File: src/rtl/gopher_game_pkg.sv
// rtl/gopher_game_pkg.sv - shared state encoding, default parameters and saturating add
package gopher_game_pkg;

  typedef enum logic [2:0] {
    ST_IDLE       = 3'd0,
    ST_LOAD       = 3'd1,
    ST_WAIT_INPUT = 3'd2,
    ST_CHECK      = 3'd3,
    ST_DELAY      = 3'd4,
    ST_ROUND_END  = 3'd5,
    ST_GAME_OVER  = 3'd6
  } state_t;

  localparam int DEF_N_HOLES      = 16;
  localparam int DEF_TIMER_W      = 26;
  localparam int DEF_INIT_TIMEOUT = 1000;
  localparam int DEF_TIMEOUT_STEP = 100;
  localparam int DEF_MIN_TIMEOUT  = 200;
  localparam int DEF_DELAY_CYCLES = 50;
  localparam int DEF_SCORE_W      = 16;
  localparam int DEF_ROUND_W      = 4;
  localparam int DEF_LIVES        = 3;

  // a + b clamped to the all-ones value of a width-bit field
  function automatic logic [31:0] sat_add(input logic [31:0] a, input logic [31:0] b,
                                          input int width);
    logic [32:0] sum;
    logic [32:0] max_v;
    sum   = {1'b0, a} + {1'b0, b};
    max_v = (33'd1 << width) - 33'd1;
    return (sum > max_v) ? max_v[31:0] : sum[31:0];
  endfunction

endpackage

File: src/rtl/game_down_timer.sv
// rtl/game_down_timer.sv - loadable down-counter that holds at zero
module game_down_timer #(
  parameter int TIMER_W = 26
) (
  input  logic               clk,
  input  logic               rst_n,
  input  logic               load,
  input  logic               en,
  input  logic [TIMER_W-1:0] load_value,
  output logic               zero
);

  logic [TIMER_W-1:0] count_q;
  logic [TIMER_W-1:0] count_d;

  // load has priority over counting; the count never wraps below zero
  always_comb begin
    count_d = count_q;
    if (load) begin
      count_d = load_value;
    end else if (en && (count_q != '0)) begin
      count_d = count_q - TIMER_W'(1);
    end
  end

  // counter register
  always_ff @(posedge clk or negedge rst_n) begin
    if (!rst_n) begin
      count_q <= '0;
    end else begin
      count_q <= count_d;
    end
  end

  assign zero = (count_q == '0);

endmodule

File: src/rtl/gopher_game_ctrl.sv
// rtl/gopher_game_ctrl.sv - whack-a-mole sequencer; BONUS_LIFE_EN adds a clean-round extra life
module gopher_game_ctrl
  import gopher_game_pkg::*;
#(
  parameter int N_HOLES      = DEF_N_HOLES,
  parameter int TIMER_W      = DEF_TIMER_W,
  parameter int INIT_TIMEOUT = DEF_INIT_TIMEOUT,
  parameter int TIMEOUT_STEP = DEF_TIMEOUT_STEP,
  parameter int MIN_TIMEOUT  = DEF_MIN_TIMEOUT,
  parameter int DELAY_CYCLES = DEF_DELAY_CYCLES,
  parameter int SCORE_W      = DEF_SCORE_W,
  parameter int ROUND_W      = DEF_ROUND_W,
  parameter int LIVES        = DEF_LIVES
) (
  input  logic                         clk,
  input  logic                         rst_n,
  input  logic                         start_game,
  output logic                         us_req,
  output logic                         us_restart,
  input  logic [$clog2(N_HOLES)-1:0]   us_number,
  input  logic                         us_done,
  input  logic                         us_all_selected,
  input  logic                         user_valid,
  input  logic [$clog2(N_HOLES)-1:0]   user_number,
  output logic [$clog2(N_HOLES)-1:0]   target_number,
  output logic                         target_valid,
  output logic                         hit,
  output logic                         miss,
  output logic                         round_done,
  output logic [SCORE_W-1:0]           score,
  output logic [ROUND_W-1:0]           round,
  output logic [$clog2(LIVES+1)-1:0]   lives,
  output logic                         game_over
);

  localparam int HOLE_W = $clog2(N_HOLES);
  localparam int LIFE_W = $clog2(LIVES + 1);

  localparam logic [TIMER_W-1:0] INIT_T = TIMER_W'(INIT_TIMEOUT);
  localparam logic [TIMER_W-1:0] STEP_T = TIMER_W'(TIMEOUT_STEP);
  localparam logic [TIMER_W-1:0] MIN_T  = TIMER_W'(MIN_TIMEOUT);
  localparam logic [TIMER_W:0]   STEP_PLUS_MIN =
    (TIMER_W+1)'(TIMEOUT_STEP) + (TIMER_W+1)'(MIN_TIMEOUT);
  // timers expire on the cycle their count is zero, so they are loaded with N-1
  localparam logic [TIMER_W-1:0] DELAY_LOAD =
    (DELAY_CYCLES == 0) ? '0 : TIMER_W'(DELAY_CYCLES - 1);
  localparam logic [LIFE_W-1:0]  LIVES_L = LIFE_W'(LIVES);

  state_t              state_q,        state_d;
  logic [HOLE_W-1:0]   target_q,       target_d;
  logic [HOLE_W-1:0]   user_q,         user_d;
  logic                pressed_q,      pressed_d;
  logic                tvalid_q,       tvalid_d;
  logic                us_req_q,       us_req_d;
  logic                us_restart_q,   us_restart_d;
  logic                hit_q,          hit_d;
  logic                miss_q,         miss_d;
  logic                round_done_q,   round_done_d;
  logic [SCORE_W-1:0]  score_q,        score_d;
  logic [ROUND_W-1:0]  round_q,        round_d;
  logic [LIFE_W-1:0]   lives_q,        lives_d;
  logic                game_over_q,    game_over_d;
  logic [TIMER_W-1:0]  cur_timeout_q,  cur_timeout_d;
`ifdef BONUS_LIFE_EN
  logic                clean_round_q,  clean_round_d;
`endif

  logic                react_load;
  logic                react_en;
  logic                react_zero;
  logic [TIMER_W-1:0]  react_load_value;
  logic                delay_load;
  logic                delay_en;
  logic                delay_zero;
  logic [LIFE_W-1:0]   lives_next;
  logic                is_hit;

  assign react_load_value = (cur_timeout_q == '0) ? '0 : cur_timeout_q - TIMER_W'(1);

  game_down_timer #(.TIMER_W(TIMER_W)) u_react_timer (
    .clk        (clk),
    .rst_n      (rst_n),
    .load       (react_load),
    .en         (react_en),
    .load_value (react_load_value),
    .zero       (react_zero)
  );

  game_down_timer #(.TIMER_W(TIMER_W)) u_delay_timer (
    .clk        (clk),
    .rst_n      (rst_n),
    .load       (delay_load),
    .en         (delay_en),
    .load_value (DELAY_LOAD),
    .zero       (delay_zero)
  );

  // next-state and next-output computation for the game sequencer
  always_comb begin
    state_d        = state_q;
    target_d       = target_q;
    user_d         = user_q;
    pressed_d      = pressed_q;
    tvalid_d       = tvalid_q;
    us_req_d       = us_req_q;
    us_restart_d   = 1'b0;
    hit_d          = 1'b0;
    miss_d         = 1'b0;
    round_done_d   = 1'b0;
    score_d        = score_q;
    round_d        = round_q;
    lives_d        = lives_q;
    game_over_d    = game_over_q;
    cur_timeout_d  = cur_timeout_q;
`ifdef BONUS_LIFE_EN
    clean_round_d  = clean_round_q;
`endif
    react_load     = 1'b0;
    react_en       = 1'b0;
    delay_load     = 1'b0;
    delay_en       = 1'b0;
    lives_next     = lives_q;
    is_hit         = pressed_q && (user_q == target_q);

    unique case (state_q)
      ST_IDLE, ST_GAME_OVER: begin
        if (start_game) begin
          score_d       = '0;
          round_d       = '0;
          lives_d       = LIVES_L;
          cur_timeout_d = INIT_T;
          game_over_d   = 1'b0;
          us_restart_d  = 1'b1;
          us_req_d      = 1'b1;
`ifdef BONUS_LIFE_EN
          clean_round_d = 1'b1;
`endif
          state_d       = ST_LOAD;
        end
      end

      ST_LOAD: begin
        if (us_done) begin
          target_d   = us_number;
          react_load = 1'b1;
          us_req_d   = 1'b0;
          tvalid_d   = 1'b1;
          state_d    = ST_WAIT_INPUT;
        end
      end

      ST_WAIT_INPUT: begin
        react_en = 1'b1;
        // a press in the expiry cycle still counts as a press
        if (user_valid) begin
          user_d    = user_number;
          pressed_d = 1'b1;
          tvalid_d  = 1'b0;
          state_d   = ST_CHECK;
        end else if (react_zero) begin
          pressed_d = 1'b0;
          tvalid_d  = 1'b0;
          state_d   = ST_CHECK;
        end
      end

      ST_CHECK: begin
        if (is_hit) begin
          hit_d   = 1'b1;
          score_d = SCORE_W'(sat_add(32'(score_q), 32'(round_q) + 32'd1, SCORE_W));
        end else begin
          miss_d     = 1'b1;
          lives_next = (lives_q != '0) ? lives_q - LIFE_W'(1) : '0;
          lives_d    = lives_next;
`ifdef BONUS_LIFE_EN
          clean_round_d = 1'b0;
`endif
        end
        if (lives_next == '0) begin
          game_over_d = 1'b1;
          state_d     = ST_GAME_OVER;
        end else if (us_all_selected) begin
          state_d = ST_ROUND_END;
        end else begin
          delay_load = 1'b1;
          state_d    = ST_DELAY;
        end
      end

      ST_ROUND_END: begin
        round_done_d = 1'b1;
        us_restart_d = 1'b1;
        round_d      = ROUND_W'(sat_add(32'(round_q), 32'd1, ROUND_W));
        if ({1'b0, cur_timeout_q} >= STEP_PLUS_MIN) begin
          cur_timeout_d = cur_timeout_q - STEP_T;
        end else begin
          cur_timeout_d = MIN_T;
        end
`ifdef BONUS_LIFE_EN
        if (clean_round_q && (lives_q < LIVES_L)) begin
          lives_d = lives_q + LIFE_W'(1);
        end
        clean_round_d = 1'b1;
`else
        lives_d = lives_q;
`endif
        delay_load = 1'b1;
        state_d    = ST_DELAY;
      end

      ST_DELAY: begin
        delay_en = 1'b1;
        if (delay_zero) begin
          us_req_d = 1'b1;
          state_d  = ST_LOAD;
        end
      end

      default: begin
        state_d = ST_IDLE;
      end
    endcase
  end

  // state and registered outputs
  always_ff @(posedge clk or negedge rst_n) begin
    if (!rst_n) begin
      state_q       <= ST_IDLE;
      target_q      <= '0;
      user_q        <= '0;
      pressed_q     <= 1'b0;
      tvalid_q      <= 1'b0;
      us_req_q      <= 1'b0;
      us_restart_q  <= 1'b0;
      hit_q         <= 1'b0;
      miss_q        <= 1'b0;
      round_done_q  <= 1'b0;
      score_q       <= '0;
      round_q       <= '0;
      lives_q       <= LIVES_L;
      game_over_q   <= 1'b0;
      cur_timeout_q <= INIT_T;
`ifdef BONUS_LIFE_EN
      clean_round_q <= 1'b1;
`endif
    end else begin
      state_q       <= state_d;
      target_q      <= target_d;
      user_q        <= user_d;
      pressed_q     <= pressed_d;
      tvalid_q      <= tvalid_d;
      us_req_q      <= us_req_d;
      us_restart_q  <= us_restart_d;
      hit_q         <= hit_d;
      miss_q        <= miss_d;
      round_done_q  <= round_done_d;
      score_q       <= score_d;
      round_q       <= round_d;
      lives_q       <= lives_d;
      game_over_q   <= game_over_d;
      cur_timeout_q <= cur_timeout_d;
`ifdef BONUS_LIFE_EN
      clean_round_q <= clean_round_d;
`endif
    end
  end

  assign us_req        = us_req_q;
  assign us_restart    = us_restart_q;
  assign target_number = target_q;
  assign target_valid  = tvalid_q;
  assign hit           = hit_q;
  assign miss          = miss_q;
  assign round_done    = round_done_q;
  assign score         = score_q;
  assign round         = round_q;
  assign lives         = lives_q;
  assign game_over     = game_over_q;

endmodule

File: config.mk
export PLATFORM = sky130hd
export DESIGN_NAME = gopher_game_ctrl
export DESIGN_NICKNAME = d
export VERILOG_FILES = /design/src/rtl/gopher_game_pkg.sv /design/src/rtl/game_down_timer.sv /design/src/rtl/gopher_game_ctrl.sv
export SDC_FILE = /design/constraint.sdc
export NUM_CORES = 1
export LEC_CHECK = 0
export CORE_UTILIZATION = 30
export DETAILED_ROUTE_END_ITERATION = 7
export GPL_ROUTABILITY_DRIVEN = 1
export PLACE_DENSITY = 0.48
export SYNTH_ARGS = -nofsm -noshare
export SYNTH_HDL_FRONTEND = slang
export SYNTH_SLANG_ARGS = --single-unit
File: constraint.sdc
create_clock -name clk -period 7.8 [get_ports clk]
set_input_delay 1.56 -clock clk [delete_from_list [all_inputs] [get_ports clk]]
set_output_delay 1.56 -clock clk [all_outputs]
set_load 0.005 [all_outputs]
==> flow_metrics.env, run 1 <==
export IMPL_finalSetupViolCount=0
export IMPL_cts_buffers=17
export IMPL_power_density_nw_per_um2=351
export IMPL_r2r_cells=5
export IMPL_vias=6211
export IMPL_drc=0
export IMPL_final_common_cell="dfrtp_1"
export IMPL_ys_warn_count=0
export IMPL_cp_slowest_cell="and2_1"
export IMPL_routed_wl_mm=19.9
export IMPL_hold_class="flop to flop"
export IMPL_synth_top_area_cell="dfrtp_1"
export IMPL_synth_seq_cells=117
export IMPL_synth_compound_area_share_pct=22.9
export IMPL_fmax_ghz=0.271
export IMPL_async_reset_ff_share_pct=100
export IMPL_nNetsFinal=827
export IMPL_maxSlewViolCount=0
export IMPL_antenna_found_initial=0
export IMPL_clk_latency_ps=420
export IMPL_grt_pass1_wl_mm=33.2
export IMPL_tritoncts="built"
export IMPL_synth_adder_area_share_pct=2.42
export IMPL_required_ps=8100
export IMPL_placedInstanceArea_um2=7790
export IMPL_holdBufCountCts=0
export IMPL_synth_top_cells_by_area="dfrtp_1, nand2_1, xnor2_1"
export IMPL_crit_buf_inv=2
export IMPL_synth_top_area_share_pct=38.8
export IMPL_drive_above_1_share_pct=10.2
export IMPL_slowest_delay_ps=580
export IMPL_final_setup_skew_ps=13.2
export IMPL_antenna_cells=0
export IMPL_grt_pass1_vias=6031
export IMPL_ir_drop_uv=153
export IMPL_critPathKind="input pin to flop"
export IMPL_outcome="complete, no violations"
export IMPL_syn_cell_area_um2=7040
export IMPL_cp_end_kind="flop"
export IMPL_p_leak_nw=3.33
export IMPL_synthXorXnorAreaFrac_pct=4.61
export IMPL_track_usage_pct=17.4
export IMPL_clockRootBuffer="clkbuf_16"
export IMPL_wl_per_cell_um=17.6
export IMPL_fin_crit_ps=3690
export IMPL_hp_start="target_valid"
export IMPL_drv_cap=0
export IMPL_synth_net_count=798
export IMPL_tightest_slew_ps=1000
export IMPL_r2r_setup_slack_ps=4650
export IMPL_max_clock_path_buffers=2
export IMPL_avgSynthCellArea_um2=9.13
export IMPL_syn_inst=771
export IMPL_holdPathEnd="target_valid"
export IMPL_num_rows=55
export IMPL_synth_edff_count=0
export IMPL_ant_nets=0
export IMPL_post_route_period_util_pct=47.3
export IMPL_numClockSinks=117
export IMPL_ctsResizeCount=0
export IMPL_postCtsSetupRepairBufs=0
export IMPL_synth_seq_area_share_pct=41.8
export IMPL_synth_top_family_by_area="simple AND/OR/NAND/NOR gates"
export IMPL_die_h_um=155
export IMPL_arrival_ps=4000
export IMPL_rr_endpoint="u_react_timer.count_q[3]"
export IMPL_crit_fanout=14
export IMPL_dpl_hpwl_mm=13.7
export IMPL_rsz0062_at_grt="false"
export IMPL_die_w_um=155
export IMPL_synth_ff_type="dfrtp_1"
export IMPL_synthSimpleGateAreaFrac_pct=23.7
export IMPL_synth_mux_area_share_pct=0.925
export IMPL_globalplace_congestion=0.793
export IMPL_final_area_um2=8400
export IMPL_io_buffers=46
export IMPL_place_inst=1094
export IMPL_tns_ps=0
export IMPL_htree_num_levels=4
export IMPL_cp_cell_sequence="clkdlybuf4s50_1 -> nor2b_1 -> and2_1 -> nor2_1 -> inv_1 -> o21ai_0 -> a32o_1"
export IMPL_core_um2=22800
export IMPL_drtPass1Iterations=5
export IMPL_stdcell_count=1126
export IMPL_cpLargestDelayFamily="simple AND/OR/NAND/NOR gates"
export IMPL_p_total_mw=2.95
export IMPL_grt_overflow_total=0
export IMPL_initialDrtViolationCount=426
export IMPL_layout_common_cells="dfrtp_1, nand2_1, nor2_1"
export IMPL_start_util_pct=30.8
export IMPL_grt_max_degree=63
export IMPL_synth_cell_type_count=76
export IMPL_die_area_um2=24100
export IMPL_hold_depth=1
export IMPL_finalHoldViolCount=0
export IMPL_path_clk_slew_ps=60
export IMPL_io_pin_count=47
export IMPL_slew_headroom_pct=32.6
export IMPL_via_per_inst=5.52
export IMPL_r2r_start="u_react_timer.count_q[4]"
export IMPL_area_growth_pct=19.4
export IMPL_startpoint_type="input pin"
## worst max path at each step
stage                          start                  endpoint  slack, ps  cells past startpoint
after global routing      start_game         cur_timeout_q[17]       3920                      7
after floorplan              us_done  u_react_timer.count_q[3]       4810                      5
final                     start_game         cur_timeout_q[11]       4110                      7
after detailed placement  start_game         cur_timeout_q[11]       3650                      7
after CTS                 start_game         cur_timeout_q[11]       4090                      7
after global placement    start_game         cur_timeout_q[11]       3660                      7
## where the power goes
part / switching, mW / internal (mW) / total [mW]
Sequential: 0.228 / 0.775 / 1.00
Combinational: 0.672 / 0.448 / 1.12
Clock: 0.288 / 0.535 / 0.824
Total: 1.19 / 1.76 / 2.95
## registers in the layout, summed over array words and instances (netlist names), 2 cells and up
name / cells
round: 4
state_q: 3
u_react_timer.count_q: 26
user_q: 4
lives: 2
score: 16
target_number: 4
cur_timeout_q: 24
u_delay_timer.count_q: 26
## cells in the mapped netlist, types with 5 or more instances
cell type / count
clkbuf_1: 34
and3_1: 6
xor2_1: 12
a311oi_1: 5
buf_2: 7
o221a_2: 5
nor3_1: 26
a21o_1: 8
nand3_1: 22
or4_1: 22
a31oi_1: 33
o21a_1: 5
nor4_1: 19
or2_2: 7
nor2b_1: 9
xnor2_1: 25
a211o_1: 5
nand2_1: 70
o31a_1: 7
o211ai_1: 19
o311ai_0: 6
ha_1: 12
a21oi_1: 37
or3_1: 18
dfstp_2: 8
o221ai_1: 5
o21ai_0: 28
nor2_1: 56
o31ai_1: 14
nand4_1: 8
inv_1: 20
and2_1: 5
dfrtp_1: 109
nand2b_1: 11
## cells by family (layout without fill, tap and decap cells)
| group | after synthesis | in the layout |
|---|---|---|
| xor gates and xnor gates | 37 | 37 |
| adders and majority gates | 13 | 13 |
| and+or+nand+nor | 306 | 306 |
| DFF | 117 | 117 |
| AOI/OAI and AO/OA | 227 | 227 |
| muxes | 6 | 6 |
| buffers and inverters | 65 | 107 |
## area by class of cell
type / instances / area, um^2
fillers: 2341 / 14400
multi-input cells: 589 / 3860
clock inverters: 8 / 121
flip-flops and latches: 117 / 2940
repair buffers: 54 / 518
inverters: 21 / 78.8
well taps: 313 / 392
clock buffers: 24 / 492
## metal layers
metal  track usage (%)  vias up  part of all wire (%)  wire, um
li1                  -     3009                     -         -
met2              25.2      119                    43      8490
met4              4.81        0                  0.99       197
met5                 0        -                     0         0
met1              26.4     3072                    52     10400
met3              3.01       11                   3.8       755
## per-stage QoR
stage                     hold slack, ps  worst slack, ps  util (%)
after floorplan                      467             4810         -
after global placement               474             3660      34.1
after detailed placement             475             3650      34.1
after CTS                            486             4090      36.8
after global routing                 498             3920      36.8
final                                479             4110      36.8
## worst reg2reg max path, delay by kind of cell (launching register included)
family          cells  cell delay (ps)
simple gates        3             1420
compound gates      2             1210
flops               1              410
(Power assumes the default switching activity.)
==> run 2, diff against run 1 <==
clock period = 3.6 ns   (was 7.8 ns; I/O delays follow)
==> flow_metrics.env, run 2 (same netlist as run 1, synthesis figures left out) <==
export IMPL_postCtsSetupRepairBufs=0
export IMPL_place_inst=1106
export IMPL_io_buffers=46
export IMPL_tns_ps=0
export IMPL_track_usage_pct=17.5
export IMPL_ctsResizeCount=0
export IMPL_drv_cap=0
export IMPL_max_clock_path_buffers=2
export IMPL_antenna_found_initial=0
export IMPL_drc=0
export IMPL_nNetsFinal=839
export IMPL_grt_pass1_vias=5946
export IMPL_final_common_cell="dfrtp_1"
export IMPL_io_pin_count=47
export IMPL_dpl_hpwl_mm=13.9
export IMPL_wl_per_cell_um=17.7
export IMPL_stdcell_count=1138
export IMPL_final_area_um2=8550
export IMPL_slew_headroom_pct=30.9
export IMPL_htree_num_levels=4
export IMPL_p_sw_share_pct=39.3
export IMPL_post_route_period_util_pct=79.6
export IMPL_arrival_ps=3160
export IMPL_power_density_nw_per_um2=769
export IMPL_p_leak_nw=3.42
export IMPL_rr_endpoint="u_react_timer.count_q[25]"
export IMPL_start_util_pct=30.8
export IMPL_tritoncts="built"
export IMPL_die_h_um=155
export IMPL_clockRootBuffer="clkbuf_16"
export IMPL_vias=6217
export IMPL_fmax_ghz=0.349
export IMPL_layout_common_cells="dfrtp_1, nand2_1, nor2_1"
export IMPL_clk_latency_ps=430
export IMPL_die_w_um=155
export IMPL_startpoint_type="flop"
export IMPL_die_area_um2=24100
export IMPL_r2r_setup_slack_ps=740
export IMPL_final_setup_skew_ps=11.2
export IMPL_grt_max_degree=54
export IMPL_core_um2=22800
export IMPL_required_ps=3900
export IMPL_netSwitchingPower_mw=2.59
export IMPL_outcome="complete, no violations"
export IMPL_num_rows=55
export IMPL_cp_end_kind="flop"
export IMPL_critPathKind="flop to flop"
export IMPL_placedInstanceArea_um2=7890
export IMPL_ir_drop_uv=329
export IMPL_power_share_sequential_pct=33.1
export IMPL_routed_wl_mm=20.2
export IMPL_p_comb_share_pct=37.5
export IMPL_initialDrtViolationCount=478
export IMPL_grt_pass1_wl_mm=33.3
export IMPL_rsz0062_at_grt="false"
export IMPL_globalplace_congestion=0.818
export IMPL_hold_class="input pin to asynchronous set/reset pin"
export IMPL_finalSetupViolCount=0
export IMPL_maxSlewViolCount=0
export IMPL_tightest_slew_ps=1030
export IMPL_ant_nets=0
export IMPL_grt_overflow_total=0
export IMPL_crit_fanout=11
export IMPL_r2r_cells=5
export IMPL_reg_largest_list="u_delay_timer.count_q (26), u_react_timer.count_q (26), cur_timeout_q (24)"
export IMPL_clkPwrFrac_pct=29.4
export IMPL_path_clk_slew_ps=50
export IMPL_area_growth_pct=21.6
export IMPL_r2r_start="state_q[1]"
export IMPL_via_per_inst=5.46
export IMPL_dpl_worst_slack_ps=706
export IMPL_fin_crit_ps=2860
export IMPL_drtPass1Iterations=5
export IMPL_numClockSinks=117
export IMPL_antenna_cells=0
export IMPL_p_int_mw=3.99
export IMPL_nFillCells=2307
export IMPL_finalHoldViolCount=0
export IMPL_holdBufCountCts=0
export IMPL_fin_ws_ps=735
export IMPL_drive_above_1_share_pct=11.5
export IMPL_cts_buffers=17
==> run 2: worst max-delay path by stage <==
stage,from,end,slack (ps),cells past startpoint
finish,state_q[1],u_react_timer.count_q[25],740,5
global route,state_q[1],u_react_timer.count_q[25],570,5
CTS,state_q[1],u_react_timer.count_q[25],730,5
detailed placement,start_game,cur_timeout_q[21],710,7
global placement,state_q[1],u_react_timer.count_q[18],730,5
floorplan,round[0],score[4],1110,10
==> run 2: area by class of cell <==
type                            count  area [um^2]  share of cell area [%]
Inverter                           21         78.8                   0.922
Sequential cell                   117         2940                    34.3
Timing Repair Buffer               66          621                    7.26
Clock inverter                      8          169                    1.97
Clock buffer                       24          492                    5.75
Multi-Input combinational cell    589         3860                    45.2
Tap cell                          313          392                    4.58
==> run 2: per-stage QoR <==
stage / total power [mW] / utilization, % / hold WS (ps)
global route: 7.03 / 37.4 / 315
global placement: 4.66 / 34.5 / 477
floorplan: 3.69 / - / 424
detailed placement: 4.65 / 34.5 / 490
CTS: 6.61 / 37.4 / 289
finish: 6.58 / 37.4 / 268
==> run 2: critical path: stages, from the launching register on <==
cell and delay, ps:
dfrtp_1 560, nor2b_1 300, nor2b_1 630, o2111ai_1 550
o311a_1 450, a221o_1 260
==> run 2: metal layers <==
metal  track usage [%]  part of all wire, %
met2              25.8                   44
met4              5.23                 0.96
met1              26.1                   52
met5                 0                    0
met3              2.73                  3.1
==> run 2: power by group through the flow <==
stage | Sequential [mW] | Clock, mW | Combinational, mW
after floorplan | 1.94 | 0 | 1.75
after global placement | 2.19 | 0 | 2.47
after detailed placement | 2.19 | 0 | 2.46
after CTS | 2.17 | 1.97 | 2.47
after global routing | 2.25 | 2.02 | 2.76
final | 2.18 | 1.93 | 2.47
==> run 3, diff against run 2 <==
PLACE_DENSITY = 0.5   (was 0.48)
clock period = 2.3 ns   (was 3.6 ns; I/O delays follow)
==> flow_metrics.env, run 3 (same netlist as run 1, synthesis figures left out) <==
export IMPL_outcome="complete, but fails checks"
export IMPL_violations="negative setup slack"
export IMPL_path_clk_slew_ps=50
export IMPL_track_usage_pct=18.4
export IMPL_crit_fanout=4
export IMPL_max_clock_path_buffers=2
export IMPL_grt_max_degree=40
export IMPL_grt_overflow_total=0
export IMPL_p_int_mw=6.61
export IMPL_htree_num_levels=4
export IMPL_r2r_start="u_delay_timer.count_q[15]"
export IMPL_die_w_um=155
export IMPL_placedInstanceArea_um2=8790
export IMPL_r2r_setup_slack_ps=-20
export IMPL_nNetsFinal=951
export IMPL_dpl_hpwl_mm=15.5
export IMPL_hold_depth=1
export IMPL_die_h_um=155
export IMPL_io_buffers=46
export IMPL_routed_wl_mm=21.1
export IMPL_post_route_period_util_pct=101
export IMPL_clkPwrFrac_pct=24.4
export IMPL_startpoint_type="flop"
export IMPL_hp_start="target_valid"
export IMPL_drv_cap=0
export IMPL_place_inst=1210
export IMPL_p_comb_share_pct=46.5
export IMPL_cts_buffers=17
export IMPL_fin_ws_ps=-17.2
export IMPL_ir_drop_uv=573
export IMPL_grt_pass1_wl_mm=35.0
export IMPL_drtPass1Iterations=4
export IMPL_arrival_ps=2660
export IMPL_grt_pass1_vias=6467
export IMPL_reg_largest_list="u_delay_timer.count_q (26), u_react_timer.count_q (26), cur_timeout_q (24)"
export IMPL_holdPathEnd="target_valid"
export IMPL_final_setup_skew_ps=9.66
export IMPL_drive_above_1_share_pct=26.3
export IMPL_vias=6702
export IMPL_power_share_sequential_pct=29.1
export IMPL_rr_endpoint="u_delay_timer.count_q[19]"
export IMPL_p_total_mw=10.9
export IMPL_initialDrtViolationCount=416
export IMPL_fin_crit_ps=2320
export IMPL_maxSlewViolCount=0
export IMPL_critPathKind="flop to flop"
export IMPL_final_area_um2=9670
export IMPL_finalHoldViolCount=0
export IMPL_netSwitchingPower_mw=4.25
export IMPL_finalSetupViolCount=3
export IMPL_rsz0062_at_grt="true"
export IMPL_stdcell_count=1250
export IMPL_p_sw_share_pct=39.1
export IMPL_start_util_pct=30.8
export IMPL_cp_end_kind="flop"
export IMPL_tightest_slew_ps=555
export IMPL_fmax_ghz=0.432
export IMPL_hold_class="flop to flop"
export IMPL_clk_latency_ps=420
export IMPL_tns_ps=-35.5
export IMPL_globalplace_congestion=0.870
export IMPL_tritoncts="built"
export IMPL_drc=0
export IMPL_die_area_um2=24100
export IMPL_antenna_cells=0
export IMPL_p_leak_nw=4.00
export IMPL_wl_per_cell_um=16.9
export IMPL_clockRootBuffer="clkbuf_16"
export IMPL_final_common_cell="buf_4"
export IMPL_num_rows=55
export IMPL_r2r_cells=5
export IMPL_utilization_pct=42.3
export IMPL_ant_nets=0
export IMPL_io_pin_count=47
export IMPL_slew_headroom_pct=62.7
export IMPL_area_growth_pct=37.4
export IMPL_power_density_nw_per_um2=1120
export IMPL_required_ps=2640
export IMPL_antenna_found_initial=0
export IMPL_layout_common_cells="buf_4, dfrtp_1, nand2_1"
export IMPL_numClockSinks=117
export IMPL_core_um2=22800
export IMPL_via_per_inst=5.36
## run 3: worst max-delay path by stage
stage               cells past startpoint                        end                      start  slack [ps]
global route                            5  u_delay_timer.count_q[25]  u_delay_timer.count_q[15]         -70
detailed placement                      5  u_react_timer.count_q[21]           cur_timeout_q[2]         -60
global placement                        7  u_react_timer.count_q[22]                    us_done         -50
floorplan                               6  u_delay_timer.count_q[19]  u_delay_timer.count_q[10]         -40
finish                                  5  u_delay_timer.count_q[19]  u_delay_timer.count_q[15]         -20
CTS                                     5  u_delay_timer.count_q[19]   u_delay_timer.count_q[7]          -5
## run 3: metrics by stage
step	worst slack [ps]	hold slack [ps]
2_1_floorplan	-42.3	164
3_3_place_gp	-48.6	420
3_5_place_dp	-58.3	419
4_1_cts	-5.11	480
5_1_grt	-68.5	498
6_report	-17.2	475
## run 3: power by group through the flow
stage	registers (mW)	clock network, mW	logic, mW
after global placement	3.17	0	4.88
after floorplan	3.03	0	2.75
after detailed placement	3.17	0	4.87
after CTS	3.14	2.72	4.91
after global routing	3.25	2.81	5.53
final	3.16	2.65	5.05
## run 3: critical path, stage by stage (launching register included)
cell and delay (ps):
dfrtp_1 380, or4_4 540, or4_4 550, a211oi_4 180
or4b_1 470, a21oi_2 130
## run 3: layer usage
layer	track usage (%)	vias to the layer above	part of all wire [%]
li1	-	3261	-
met5	0	-	0
met4	5.19	0	1.4
met1	27.0	3334	52
met2	27.4	90	44
met3	3.26	17	2.6
## run 3: layout make-up
cell class	instances	area (um^2)
fillers	2229	13200
repair buffers	178	1560
inverters	21	78.8
multi-input cells	589	4110
well taps	313	392
clock inverters	9	100
flip-flops and latches	117	2940
clock buffers	23	488
## run 3: what timing repair did
| item | CTS | global route |
|---|---|---|
| setup buffers | 1 | 6 |
| hold endpoints to repair | 22 | 0 |
| pin swaps | 8 | 10 |
| gates resized for setup | 7 | 42 |
| hold buffers | 1 | 0 |
| cloned | 0 | 0 |
| setup endpoints to repair | 7 | 33 |
